==> src/rtl/preg_pkg.sv <==
// Shared sizing, the physical-register index type and the round-robin
// lane picker for the physical-register allocation arbiter.
package preg_pkg;
    localparam int ARCH     = 32;
    localparam int PHYS     = 64;
    localparam int PW       = $clog2(PHYS);
    localparam int N_FREE   = PHYS - ARCH;
    localparam int NREQ     = 4;
    localparam int LW       = $clog2(NREQ);
    localparam int FQ_DEPTH = 8;
    localparam int QCW      = $clog2(FQ_DEPTH) + 1;
    localparam int FQ_HI    = 6;
    localparam int MAX_WAIT = 4;
    localparam int WCW      = $clog2(MAX_WAIT) + 1;
    localparam int OCW      = $clog2(N_FREE) + 1;

    typedef logic [PW-1:0] preg_t;

    // First set request bit at or above ptr; index wrap relies on NREQ being a power of two.
    function automatic logic [LW-1:0] rr_pick(input logic [NREQ-1:0] r, input logic [LW-1:0] ptr);
        logic [LW-1:0] idx;
        logic [LW-1:0] pick;
        pick = ptr;
        for (int i = NREQ - 1; i >= 0; i--) begin
            idx = ptr + LW'(i);
            if (r[idx]) begin
                pick = idx;
            end else begin
                pick = pick;
            end
        end
        return pick;
    endfunction
endpackage

==> src/rtl/preg_rel_fifo.sv <==
// Release queue: small FIFO of physical registers awaiting return to the
// free list. A push into a full queue is ignored; same-cycle push+pop is legal.
module preg_rel_fifo
    import preg_pkg::*;
#(
    parameter int DEPTH = FQ_DEPTH
) (
    input  logic                   clk,
    input  logic                   rst,
    input  logic                   push,
    input  preg_t                  din,
    input  logic                   pop,
    output preg_t                  dout,
    output logic                   full,
    output logic                   empty,
    output logic [$clog2(DEPTH):0] count
);
    localparam int AW = $clog2(DEPTH);

    preg_t         mem [DEPTH];
    logic [AW-1:0] wr_ptr;
    logic [AW-1:0] rd_ptr;
    logic          do_push;
    logic          do_pop;

    assign do_push = push && !full;
    assign do_pop  = pop && !empty;
    assign full    = (count == (AW + 1)'(DEPTH));
    assign empty   = (count == '0);
    assign dout    = mem[rd_ptr];

    always_ff @(posedge clk) begin
        if (do_push) begin
            mem[wr_ptr] <= din;
        end
    end

    always_ff @(posedge clk) begin
        if (rst) begin
            wr_ptr <= '0;
            rd_ptr <= '0;
            count  <= '0;
        end else begin
            if (do_push) begin
                wr_ptr <= wr_ptr + AW'(1);
            end
            if (do_pop) begin
                rd_ptr <= rd_ptr + AW'(1);
            end
            case ({do_push, do_pop})
                2'b10:   count <= count + (AW + 1)'(1);
                2'b01:   count <= count - (AW + 1)'(1);
                default: count <= count;
            endcase
        end
    end
endmodule

==> src/rtl/preg_alloc_arbiter.sv <==
// Sole driver of the physical-register free list: round-robin allocation across
// rename lanes, buffered commit releases, never a pop and a push in one cycle.
module preg_alloc_arbiter
    import preg_pkg::*;
(
    input  logic            clk,
    input  logic            rst,
    input  logic [NREQ-1:0] req,
    output logic [NREQ-1:0] gnt,
    output preg_t           gnt_prd,
    input  logic            rel_valid,
    input  preg_t           rel_prd,
    output logic            rel_ready,
    output logic            fl_alloc,
    input  logic            fl_alloc_ok,
    input  preg_t           fl_prd_alloc,
    output logic            fl_free_en,
    output preg_t           fl_prd_free,
    output logic            err_overfree
);
    logic           q_full;
    logic           q_empty;
    logic           q_pop;
    preg_t          q_head;
    logic [QCW-1:0] q_count;
    logic [OCW-1:0] out_cnt;
    logic [WCW-1:0] wait_cnt;
    logic [LW-1:0]  rr_ptr;
    logic [LW-1:0]  lane;
    logic           can_a;
    logic           can_f;
    logic           drop;
    logic           free_win;
    logic           alloc_win;

    preg_rel_fifo #(.DEPTH(FQ_DEPTH)) u_rel_fifo (
        .clk   (clk),
        .rst   (rst),
        .push  (rel_valid && rel_ready),
        .din   (rel_prd),
        .pop   (q_pop),
        .dout  (q_head),
        .full  (q_full),
        .empty (q_empty),
        .count (q_count)
    );

    // A release with nothing outstanding is dropped rather than pushed, so the free list can never overfill.
    always_comb begin
        can_a     = !rst && (|req) && fl_alloc_ok;
        can_f     = !rst && !q_empty && (out_cnt != '0);
        drop      = !rst && !q_empty && (out_cnt == '0);
        free_win  = can_f && (!can_a || (q_count >= QCW'(FQ_HI)) || (wait_cnt >= WCW'(MAX_WAIT)));
        alloc_win = can_a && !free_win;
        lane      = rr_pick(req, rr_ptr);
    end

    assign rel_ready   = !rst && !q_full;
    assign fl_alloc    = alloc_win;
    assign fl_free_en  = free_win;
    assign fl_prd_free = free_win ? q_head : '0;
    assign q_pop       = free_win || drop;

    // Grant registers, round-robin pointer, outstanding count, free starvation counter.
    always_ff @(posedge clk) begin
        if (rst) begin
            gnt          <= '0;
            gnt_prd      <= '0;
            rr_ptr       <= '0;
            out_cnt      <= '0;
            wait_cnt     <= '0;
            err_overfree <= 1'b0;
        end else begin
            gnt          <= alloc_win ? (NREQ'(1) << lane) : '0;
            err_overfree <= err_overfree || drop;
            if (alloc_win) begin
                gnt_prd <= fl_prd_alloc;
                rr_ptr  <= lane + LW'(1);
                out_cnt <= out_cnt + OCW'(1);
            end else if (free_win) begin
                out_cnt <= out_cnt - OCW'(1);
            end
            if (free_win) begin
                wait_cnt <= '0;
            end else if (alloc_win && can_f) begin
                if (wait_cnt < WCW'(MAX_WAIT)) begin
                    wait_cnt <= wait_cnt + WCW'(1);
                end
            end else if (q_empty) begin
                wait_cnt <= '0;
            end
        end
    end
endmodule

==> config.mk <==
export PLATFORM = sky130hd
export DESIGN_NAME = preg_alloc_arbiter
export DESIGN_NICKNAME = d
export VERILOG_FILES = /design/src/rtl/preg_pkg.sv /design/src/rtl/preg_rel_fifo.sv /design/src/rtl/preg_alloc_arbiter.sv
export SDC_FILE = /design/constraint.sdc
export NUM_CORES = 1
export LEC_CHECK = 0
export ABC_AREA = 1
export CORE_MARGIN = 4
export CORE_UTILIZATION = 55
export DETAILED_ROUTE_END_ITERATION = 7
export DONT_BUFFER_PORTS = 1
export PLACE_DENSITY = 0.71
export SYNTH_ARGS = -nofsm -noshare
export SYNTH_HDL_FRONTEND = slang
export SYNTH_SLANG_ARGS = --single-unit
==> constraint.sdc <==
create_clock -name clk -period 4.53 [get_ports clk]
set_input_delay 1.1325 -clock clk [delete_from_list [all_inputs] [get_ports clk]]
set_output_delay 1.1325 -clock clk [all_outputs]
set_load 0.02 [all_outputs]
# Yosys cells after proc, flatten, opt, wreduce, memory -nomap -nowiden

Memory sizes are Yosys's and may differ from the RTL's. A register that Yosys moved wholly into a read port is not among the register bits.
Index checks and enable logic that the tools add are counted.
W data, S select, Z words.

Bits in registers: 32
Bits in writable memories: 48
Output and inout bits: 20
Memories: 1

Add/subtract/negate cells: 11
$lt $le $gt $ge: 7
Eq/ne operators: 4
Shift-type cells: 1
Muxes and demuxes: 23
Bitwise gates (word level): 1
Reduce and logical (&&, ||, !) cells: 31

Memories:

| name           | words | width | read ports | clocked after memory_dff | wr ports | line                | RTL |
|---|---|---|---|---|---|---|---|
| u_rel_fifo.mem | 8     | 6     | 1          | 1                        | 1        | preg_rel_fifo.sv:20 | `preg_t mem [DEPTH];` |

Operator list:

| operator              | number |
|---|---|
| $mux W6               | 3 |
| $mux W3               | 5 |
| $logic_and A1 B1 Y1   | 12 |
| $lt A2 B3 Y1 const B  | 4 |
| $add A3 B1 Y3 const B | 3 |
| $bmux W1 S2           | 4 |
| $mux W2               | 4 |
| $pmux W4 S2           | 1 |
| $add A6 B1 Y6 const B | 1 |
| $logic_not A6 Y1      | 1 |
| $mux W1               | 6 |
| $reduce_bool A2 Y1    | 3 |
| $reduce_bool A6 Y1    | 1 |
| $sub A6 B1 Y6 const B | 1 |
| $logic_not A1 Y1      | 5 |
| $add A2 B1 Y2 const B | 2 |
| $add A2 B2 Y2 const B | 2 |
| $add A4 B1 Y4 const B | 1 |
| $eq A4 B4 Y1 const B  | 1 |
| $ge A4 B3 Y1 const B  | 1 |
| $logic_not A4 Y1      | 1 |
| $logic_or A1 B1 Y1    | 4 |
| $reduce_or A2 Y1      | 2 |
| $reduce_or A4 Y1      | 1 |
| 9 further kinds       | 9 |

# Depth between registers and ports, before layout

Depth in word-level cells: 12
Depth in mapped cells: 16
Depth with buffers taken out: 16

# Cells and area by module

Synthesis repeated with hierarchy kept, for this count alone.

Cell total of the unflattened synthesis: 430
Area, all modules: 3,922.5 um^2

By module, submodules not included:

| module             | times used | cells each | area each (um^2) |
|---|---|---|---|
| preg_rel_fifo      | 1          | 231        | 2,583.7 |
| preg_alloc_arbiter | 1          | 199        | 1,338.8 |

# Least setup slack after synthesis

OpenSTA, ideal clock, no wires.

Path kind: input to output
Start: input req[2]
End: output fl_prd_free[0]
Arrival time: 2.119 ns
Setup slack: 1.279 ns
Stages on the path: 5
Path buffers: 0
Path through: inv_1 -> nand4_1 -> nand4_1 -> nand2_4 -> a211oi_1

Cells in the longest elaborated chain, start to end: 8

RTL lines:

| element                          | line                     | RTL |
|---|---|---|
| from (decl)                      | preg_alloc_arbiter.sv:8  | `input logic [NREQ-1:0] req,` |
| $reduce_or A4 Y1                 | preg_alloc_arbiter.sv:50 | `can_a = !rst && (\|req) && fl_alloc_ok;` |
| $logic_and A1 B1 Y1 (2 in a row) | preg_alloc_arbiter.sv:50 |  |
| $logic_not A1 Y1                 | preg_alloc_arbiter.sv:53 | `free_win = can_f && (!can_a \|\| (q_count >= QCW'(FQ_HI)) \|\| (wait_cnt >= WCW'(MAX_WAIT)));` |
| $logic_or A1 B1 Y1 (2 in a row)  | preg_alloc_arbiter.sv:53 |  |
| $logic_and A1 B1 Y1              | preg_alloc_arbiter.sv:53 |  |
| $mux W6                          | preg_alloc_arbiter.sv:61 | `assign fl_prd_free = free_win ? q_head : '0;` |
| to (decl)                        | preg_alloc_arbiter.sv:18 | `output preg_t fl_prd_free,` |

Every way passes these cells.

# Final worst setup path

Start: input rst
End: output fl_prd_free[1]

Cells in the longest elaborated chain, start to end: 8
Elaborated cells between the ends (all ways): 10
Classes of those cells: mux: 1; reduce/logical: 9

RTL lines:

| element                          | line                                               | RTL |
|---|---|---|
| from (decl)                      | preg_alloc_arbiter.sv:7                            | `input logic rst,` |
| $logic_not A1 Y1 (*)             | preg_alloc_arbiter.sv:50, preg_alloc_arbiter.sv:51 |  |
| $logic_and A1 B1 Y1 (2 in a row) | preg_alloc_arbiter.sv:50                           |  |
| $logic_not A1 Y1                 | preg_alloc_arbiter.sv:53                           |  |
| $logic_or A1 B1 Y1 (2 in a row)  | preg_alloc_arbiter.sv:53                           |  |
| $logic_and A1 B1 Y1 (*)          | preg_alloc_arbiter.sv:53                           |  |
| $mux W6 (*)                      | preg_alloc_arbiter.sv:61                           |  |

Mark *: on every way between the ends. The rest lies on a longest branch, timed or not.

==> flow_summary_export.csv <==
group,metric,value,unit
min_path,hold_start,"wait_cnt[0]",
logic_synthesis,synthCells,403,
floorplanning,coreArea,6531,um2
critical_path,r2r_setup_slack,1920,ps
global_route,grt_pass1_vias,2479,
layout,nets,436,
logic_synthesis,synth-seq-cells,83,
floorplanning,die_y,91.00,um
critical_path,reg2reg_depth,12,
logic_synthesis,async_flop_share,0,%
drt,drt_iter0_markers,124,
logic_synthesis,yosysTopAreaCell,"edfxtp_1",
logic_synthesis,ys_seq_area_share,56.54,%
global_route,antenna_found_initial,0,
logic_synthesis,synth-edff-count,48,
timing,setup_viol,0,
drt,wirelength,7195,um
timing,worst_slew_pin_slew,720.8,ps
global_route,grt_max_degree,26,
critical_path,worstPathArrival,2490,ps
min_path,hold_path_end,"wait_cnt[0]",
pwr,ir_drop,339.2,uV
clock_network,cts_root_buf,"clkbuf_8",
clock_network,holdBufCountCts,0,
timing,whs,475.1,ps
critical_path,r2r-start,"u_rel_fifo.count[0]",
timing,layout_min_cycle_time,3626,ps
clock_network,postCtsResizedCells,0,
floorplanning,rows,29,
clock_network,cts.path.max_buffers,2,
critical_path,cp_max_fo,25,
floorplanning,start_util,58.01,%
global_route,grt-ovfl-total,0,
critical_path,cp-start-kind,"input port",
pwr,leakage,1.624,nW
timing,slew_viol_final,0,
layout,multi_input_area,1410,um2
critical_path,rr_endpoint,"u_rel_fifo.count[2]",
layout,nFillCells,544,
critical_path,required,3400,ps
global_route,grt_first_pass_wirelength,11670,um
logic_synthesis,synthesis.nets,434,
layout,drive_above_1_share,7.805,%
run,cap_violations,0,
global_route,grtUsageTotal,17.72,%
logic_synthesis,synthFlopType,"edfxtp_1",
logic_synthesis,synth_common_cells,"94 x nand2_1, 48 x edfxtp_1, 43 x nor2_1",
floorplanning,io_pins,40,
timing,max-slew-margin-rel,51.66,%
drt,drc_errors,0,
floorplanning,die_x,91.00,um
logic_synthesis,synth_area_leaders,"edfxtp_1 38%, dfxtp_1 18%, nand2_1 9.3%, nor2_1 4.3%, a21oi_1 3.6%",
timing,finalHoldViolCount,0,
min_path,hold_path_class,"reg -> reg",
layout,antennaDiodeCount,0,
logic_synthesis,synth_most_common_cell,"nand2_1",
logic_synthesis,synth_cell_types,40,
placed_design,dpl.hpwl,5178,um
clock_network,postCtsSetupRepairBufs,0,
logic_synthesis,synth_warnings,0,
critical_path,crit_path_end_kind,"output port",
placed_design,dp_cells,471,
timing,clock_skew,10.52,ps
logic_synthesis,avgSynthCellArea,9.401,um2
placed_design,io_buffers,0,
layout,regArea,2142,um2
floorplanning,dieArea,8280,um2
timing,tns,0,ps
clock_network,insertion_delay,350,ps
critical_path,worstSetupPathType,"in -> out",
logic_synthesis,synth_top_cell_area_share,38.04,%
clock_network,cts_tree,"built",
timing,post-route-period-util,80.03,%
drt,vias,2658,
drt,ant_nets,0,
status,status,"complete, no violations",
timing,fmax,0.2758,GHz
clock_network,numCtsBuffers,9,
clock_network,clkSinkCount,83,
pwr,powerDensity,566.1,nW/um2
clock_network,clk_pin_slew,80,ps
layout,stdcell_count,487,
drt,routedWlPerCell,14.77,um
drt,drt-vias-per-instance,5.458,
clock_network,cts-htree-levels,3,
timing,grt_setup_unrepaired,"no",
placed_design,place_congestion,0.8350,
min_path,hold_depth,1,
logic_synthesis,synth_area,3789,um2
layout,area_delta_synth_final,5.383,%
drt,firstDrtPassIters,4,
==> critical path: stages <==
cell and delay (ps):
clkinv_2 260, nand4_1 270, nand2_4 170, a211oi_1 650
==> worst max-delay path by stage <==
stage	cells after the start	from	slack [ps]	endpoint
after CTS	4	rst	880	fl_prd_free[0]
after global placement	4	rst	940	fl_prd_free[5]
after detailed placement	4	rst	890	fl_prd_free[0]
after floorplan	5	req[2]	1280	fl_prd_free[0]
final	4	rst	900	fl_prd_free[1]
after global routing	4	rst	780	fl_prd_free[2]
==> per-layer routing <==
metal	vias to the layer above	global-route usage [%]	share of wire, %
met1	1245	23.50	47
met4	0	7.161	1.4
met5	-	0	0
met2	48	28.14	47
met3	7	4.215	3.9
li1	1358	-	-
==> placed cells by master (no fill, tap or decap), types with 2 or more instances in the layout <==
master,count
inv_6,2
nand2_4,3
nand2_2,2
o22ai_1,6
clkbuf_8,9
nor2_1,43
o21ai_0,25
nor2_4,2
a32o_1,6
inv_1,36
or2_1,2
a211oi_1,6
a21oi_1,27
clkinv_1,2
clkinvlp_4,2
inv_2,4
nand3_1,21
xnor2_1,4
nand2_1,94
nand4_1,2
xor2_1,2
ha_1,10
edfxtp_1,48
dfxtp_1,35
clkbuf_1,3
==> registers in the layout, summed over array words and instances, names as in the netlist, named ones only <==
| signal | flops |
|---|---|
| gnt_prd | 6 |
| err_overfree | 1 |
| u_rel_fifo.rd_ptr | 3 |
| gnt | 4 |
| out_cnt | 6 |
| u_rel_fifo.wr_ptr | 3 |
| wait_cnt | 3 |
| u_rel_fifo.count | 4 |
| u_rel_fifo.mem | 48 |
| rr_ptr | 2 |
==> per-stage QoR <==
stage	cell area (um2)	power [mW]	util, %	setup WS (ps)
5_1_grt	3993	2.428	61.13	776.2
3_5_place_dp	3830	1.821	58.64	886.8
3_3_place_gp	3830	1.800	58.64	937.4
6_report	3993	2.260	61.13	904.5
2_1_floorplan	3789	1.666	-	1279
4_1_cts	3993	2.276	61.13	879.6
==> area by class of cell <==
type | instances | share of cell area, %
timing repair buffer | 1 | 0.1880
clock inverter | 4 | 0.6894
sequential | 83 | 53.65
clock buffer | 12 | 3.385
inverter | 44 | 4.356
tap | 77 | 2.413
multi-input combinational | 266 | 35.32
==> cells by family after synthesis <==
family	after synthesis	share of synthesized area [%]
fa+ha+maj	11	3.831
flops	83	56.54
simple gates	173	20.24
buf+inv	54	6.242
compound gates	76	11.76
xor+xnor	6	1.387
==> power by group <==
part | switching, mW | internal, mW
Clock | 0.260 | 0.200
Combinational | 0.514 | 0.295
Sequential | 0.109 | 0.882
Power figures use the tool's default switching activity.
